## src/rtl/irq_controller.sv

```systemverilog
// Fixed-priority interrupt controller: per-channel synchronisers, edge/level detection,
// pending latch with enable mask, and a request/acknowledge handshake towards the CPU.
module irq_controller #(
  parameter int unsigned          CHANNELS    = 4,
  parameter int unsigned          SYNC_STAGES = 2,
  parameter logic [CHANNELS-1:0]  LEVEL_MODE  = '0,
  parameter int unsigned          IDW         = (CHANNELS > 1) ? $clog2(CHANNELS) : 1
) (
  input  logic                clk,
  input  logic                reset,
  input  logic [CHANNELS-1:0] irq_in,
  input  logic                mask_we,
  input  logic [CHANNELS-1:0] mask_d,
  output logic [CHANNELS-1:0] mask_q,
  output logic [CHANNELS-1:0] pending,
  output logic                int_req,
  output logic [IDW-1:0]      int_id,
  input  logic                int_ack
);

  typedef enum logic [1:0] {
    S_IDLE,
    S_REQ,
    S_WAIT
  } state_e;

  state_e              state_q, state_d;
  logic [CHANNELS-1:0] sync_q [SYNC_STAGES];
  logic [CHANNELS-1:0] prev_q;
  logic [CHANNELS-1:0] pending_q, pending_d;
  logic                int_req_q, int_req_d;
  logic [IDW-1:0]      int_id_q, int_id_d;

  logic [CHANNELS-1:0] sync_s;
  logic [CHANNELS-1:0] set_vec;
  logic [CHANNELS-1:0] clr_vec;
  logic [CHANNELS-1:0] eligible;
  logic                any_eligible;
  logic [IDW-1:0]      win_id;
  logic                ack_fire;

  always_ff @(posedge clk or posedge reset) begin
    if (reset) begin
      for (int unsigned i = 0; i < SYNC_STAGES; i++) begin
        sync_q[i] <= '0;
      end
      prev_q <= '0;
    end else begin
      sync_q[0] <= irq_in;
      for (int unsigned i = 1; i < SYNC_STAGES; i++) begin
        sync_q[i] <= sync_q[i-1];
      end
      prev_q <= sync_q[SYNC_STAGES-1];
    end
  end

  assign sync_s   = sync_q[SYNC_STAGES-1];
  assign ack_fire = (state_q == S_REQ) && int_ack;

  always_comb begin
    set_vec = (sync_s & LEVEL_MODE) | (sync_s & ~prev_q & ~LEVEL_MODE);
    clr_vec = '0;
    for (int unsigned i = 0; i < CHANNELS; i++) begin
      clr_vec[i] = ack_fire && (int_id_q == IDW'(i));
    end
    // Edge channels: set beats clear so a new edge is never lost. Level channels:
    // the ack clear wins, and a still-high input re-pends on the following cycle.
    pending_d = (pending_q & ~clr_vec) | (set_vec & ~(clr_vec & LEVEL_MODE));
  end

  always_comb begin
    eligible     = pending_q & mask_q;
    any_eligible = |eligible;
    win_id       = '0;
    for (int unsigned i = CHANNELS; i > 0; i--) begin
      if (eligible[i-1]) begin
        win_id = IDW'(i - 1);
      end
    end
  end

  always_comb begin
    state_d   = state_q;
    int_req_d = int_req_q;
    int_id_d  = int_id_q;
    unique case (state_q)
      S_IDLE: begin
        if (any_eligible) begin
          int_req_d = 1'b1;
          int_id_d  = win_id;
          state_d   = S_REQ;
        end
      end
      S_REQ: begin
        if (int_ack) begin
          int_req_d = 1'b0;
          state_d   = S_WAIT;
        end
      end
      S_WAIT: begin
        if (!int_ack) begin
          state_d = S_IDLE;
        end
      end
      default: begin
        int_req_d = 1'b0;
        state_d   = S_IDLE;
      end
    endcase
  end

  always_ff @(posedge clk or posedge reset) begin
    if (reset) begin
      state_q   <= S_IDLE;
      pending_q <= '0;
      int_req_q <= 1'b0;
      int_id_q  <= '0;
      mask_q    <= '1;
    end else begin
      state_q   <= state_d;
      pending_q <= pending_d;
      int_req_q <= int_req_d;
      int_id_q  <= int_id_d;
      if (mask_we) begin
        mask_q <= mask_d;
      end
    end
  end

  assign pending = pending_q;
  assign int_req = int_req_q;
  assign int_id  = int_id_q;

endmodule

```

## config.mk

```make
export PLATFORM = sky130hd
export DESIGN_NAME = irq_controller
export DESIGN_NICKNAME = d
export VERILOG_FILES = /design/src/rtl/irq_controller.sv
export SDC_FILE = /design/constraint.sdc
export NUM_CORES = 1
export LEC_CHECK = 0
export BUFFER_PORTS_ARGS = -buffer_cell sky130_fd_sc_hd__buf_2
export CAP_MARGIN = 40
export CORE_MARGIN = 3
export CORE_UTILIZATION = 49
export DETAILED_ROUTE_END_ITERATION = 8
export GPL_TIMING_DRIVEN = 0
export MAX_ROUTING_LAYER = met4
export PLACE_DENSITY = 0.75
export SYNTH_ARGS = -nofsm -noshare
export SYNTH_HDL_FRONTEND = slang
export SYNTH_SLANG_ARGS = --single-unit
```

## constraint.sdc

```tcl
create_clock -name clk -period 1.23 [get_ports clk]
set_input_delay 0.0615 -clock clk [delete_from_list [all_inputs] [get_ports clk]]
set_output_delay 0.0615 -clock clk [all_outputs]
set_load 0.02 [all_outputs]
```

==> flow_metrics.py <==
metrics = {
    "status": {
        "run_status": "completed",
    },
    "clocking": {
        "clk_pin_slew_worst_setup_hold_paths_ps": 140,
        "post-cts-setup-buffers": 0,
        "cts_tree": "built",
        "clock_root_buffer": "clkbuf_4",
        "ctsHtreeMaxLevel": 1,
        "numCtsBuffers": 3,
        "worstSkewPairLatency_ps": 310,
        "clock_tree.buffer_depth": 2,
        "cts_num_sinks": 25,
    },
    "grt": {
        "first_global_vias": 701,
        "grtUsageTotal_pct": 17.1,
        "grt_first_pass_wirelength_um": 2990,
        "grt_start_max_net_pins": 17,
        "total_global_routing_overflow": 0,
        "number_of_antenna_violations_at_the_first_check_in_global_routing": 0,
    },
    "power_and_ir_drop": {
        "internal-power_mw": 1.44,
        "seqPwrFrac_pct": 52.8,
        "net-switching-power_mw": 0.778,
        "powerDensity_nw_per_um2": 1880,
        "max-vdd-ir-drop_uv": 1340,
        "p_sw_share_pct": 35.1,
        "p_clk_share_pct": 16.3,
        "combinationalPowerShare_pct": 30.9,
        "static-leakage-power_nw": 0.550,
    },
    "layout": {
        "finish.cell_count_without_fillers": 126,
        "drive_above_1_share_pct": 40.2,
        "layout.nets": 115,
        "insertedDiodeCount": 0,
        "fill_cells": 112,
        "layout.cells.most_common_list": "buf_2 (22), dfrtp_1 (19), dlygate4sd3_1 (10)",
        "layout-area-overhead-vs-synth_pct": 32.3,
        "final_common_cell": "buf_2",
        "fin_area_um2": 1180,
    },
    "setup_path": {
        "timing.rr.start": "state_q[1]",
        "cp-startpoint": "state_q[1]",
        "reg_to_reg_slack_setup_ps": 90,
        "setup.worst_path.class": "flip-flop to flip-flop",
        "critPathArrivalTime_ps": 1350,
        "path_max_fanout": 7,
        "crit_path_start_kind": "flip-flop",
        "worst-endpoint-required_ps": 1440,
        "crit_path_end_kind": "flip-flop",
    },
    "placed_design": {
        "dp_hpwl_um": 1240,
        "placement.cell_area_um2": 1050,
        "port_buffers": 22,
        "placedCellCount": 112,
        "place_congestion": 0.772,
    },
    "timing": {
        "clock-skew-final_ps": 5.82,
        "worstMarginPinSlew_ps": 409,
        "finalSetupTns_ps": 0,
        "holdWs_ps": 57.5,
        "post-route-min-period_ps": 1140,
        "final_max_slew_viol_count": 0,
        "achievable-frequency_mhz": 878,
        "rsz0062_at_grt": "no",
        "hold_viol": 0,
        "timing.final.setup_violations": 0,
        "timing.max_slew.rel_slack_pct": 72.7,
        "final_min_period_over_clock_period_pct": 92.6,
    },
    "floorplanning": {
        "die_h_um": 48.7,
        "io_pins": 23,
        "fp.coreArea_um2": 1610,
        "design.die.area_um2": 2370,
        "initial_core_util_pct": 55.4,
        "std_cell_rows": 14,
        "die_width_um": 48.7,
    },
    "synthesis": {
        "post_synth_num_cell_types": 20,
        "ys_warn_count": 0,
        "synthDominantAreaCellType": "dfrtp_1",
        "ys_seq_area_share_pct": 70.7,
        "count_of_state_elements_after_synthesis": 25,
        "syn-num-nets": 77,
        "synth.avg_cell_area_um2": 13.7,
        "netlist_top_cells_area": "dfrtp_1 (59%), dfstp_2 (12%), mux2_2 (5.0%), o21ai_0 (3.4%), inv_1 (3.4%)",
        "mappedNetlistArea_um2": 892,
        "synth_cells": 65,
        "post-synth-top-area-fraction_pct": 58.9,
    },
    "route": {
        "routedWlPerCell_um": 14.0,
        "detail_route.wirelength_um": 1770,
        "num_vias": 622,
        "detail_route.first_pass.iterations": 4,
        "detail_route.drc_violations": 0,
        "dr.first_iter.drc_count": 6,
        "viasPerCell": 4.94,
        "ant_nets": 0,
    },
    "hold_path": {
        "hold_path.class": "input pin to flip-flop",
        "hold_sp": "mask_we",
    },
    "flow_run": {
        "number_of_maximum_capacitance_constraint_violations": 0,
    },
}
-- metrics by stage --
| step | setup WS [ps] | utilization (%) | total power [mW] |
|---|---|---|---|
| 6_report | 90.4 | 73.2 | 2.22 |
| 3_3_place_gp | 126 | 64.1 | 1.79 |
| 4_1_cts | 40.5 | 72.4 | 2.22 |
| 5_1_grt | 21.8 | 73.2 | 2.36 |
| 2_1_floorplan | 104 | - | 1.60 |
| 3_5_place_dp | 61.0 | 65.0 | 1.84 |
-- cells in the mapped netlist --
| library cell | count |
|---|---|
| o21ai_0 | 6 |
| inv_1 | 8 |
| or2_4 | 1 |
| a22o_1 | 2 |
| xnor2_1 | 1 |
| nand4b_1 | 1 |
| o22a_2 | 1 |
| mux2_2 | 4 |
| dfrtp_1 | 21 |
| a21o_1 | 1 |
| a211oi_1 | 1 |
| dfstp_2 | 4 |
| nand2_1 | 5 |
| nor2_1 | 1 |
| a31o_1 | 1 |
| and4bb_1 | 1 |
| a22oi_1 | 1 |
| a21o_2 | 1 |
| a21oi_1 | 3 |
| a31oi_2 | 1 |
-- worst paths after layout --
kind / to / depth (start not counted)
setup / recovery: pending[2] / 3
min in group asynchronous: state_q[1] / 3
hold reg to reg: sync_s[2] / 0
hold / removal: mask_q[1] / 2
setup reg to reg: pending[2] / 3
max in group asynchronous: mask_q[1] / 4
-- layer usage --
layer	part of all wire [%]	up-vias	global-route usage (%)	wire, um
met5	0	-	-	0
met4	1.1	0	9.48	19
met3	4.0	2	3.07	70
met2	53	17	29.0	937
met1	42	307	19.1	739
li1	-	296	-	-
-- cell families after synthesis --
logic type | after synthesis | share of synthesized area [%]
DFF | 25 | 70.7
and+or+nand+nor | 9 | 5.89
buffers and inverters | 8 | 3.37
AOI/OAI and AO/OA | 18 | 14.0
xor gates and xnor gates | 1 | 0.982
muxes | 4 | 5.05
-- flip-flops by register name, summed over array words and instances, names as in the netlist --
register	count
mask_q	4
sync_q	4
prev_q	4
int_id	2
state_q	2
pending	4
sync_s	4
int_req	1
-- power by group through the flow --
stage	Combinational [mW]	Clock (mW)	Sequential, mW
floorplan	0.346	0	1.25
global placement	0.632	0	1.16
detailed placement	0.664	0	1.18
CTS	0.687	0.371	1.16
global route	0.748	0.410	1.20
finish	0.686	0.362	1.17
-- timing repair --
action | CTS | global route
endpoints found under the hold margin | 15 | 1
endpoints found under the setup margin | 0 | 1
resized for setup | 0 | 3
hold buffers | 9 | 1
-- area by class of cell --
class	count	area [um^2]	area share (%)
Timing Repair Buffer	33	225	19.1
Tap cell	24	30.0	2.55
Multi-Input combinational cell	32	231	19.6
Sequential cell	25	633	53.7
Clock buffer	3	22.5	1.91
Inverter	8	30.0	2.55
Clock inverter	1	7.51	0.636
-- critical path, cell delays in order, from the launching register on --
cell      delay [ps]
dfrtp_2          480
and4bb_1         310
nand2_1           70
a22o_1           170
Note: power is estimated with default switching activity, not from simulation.
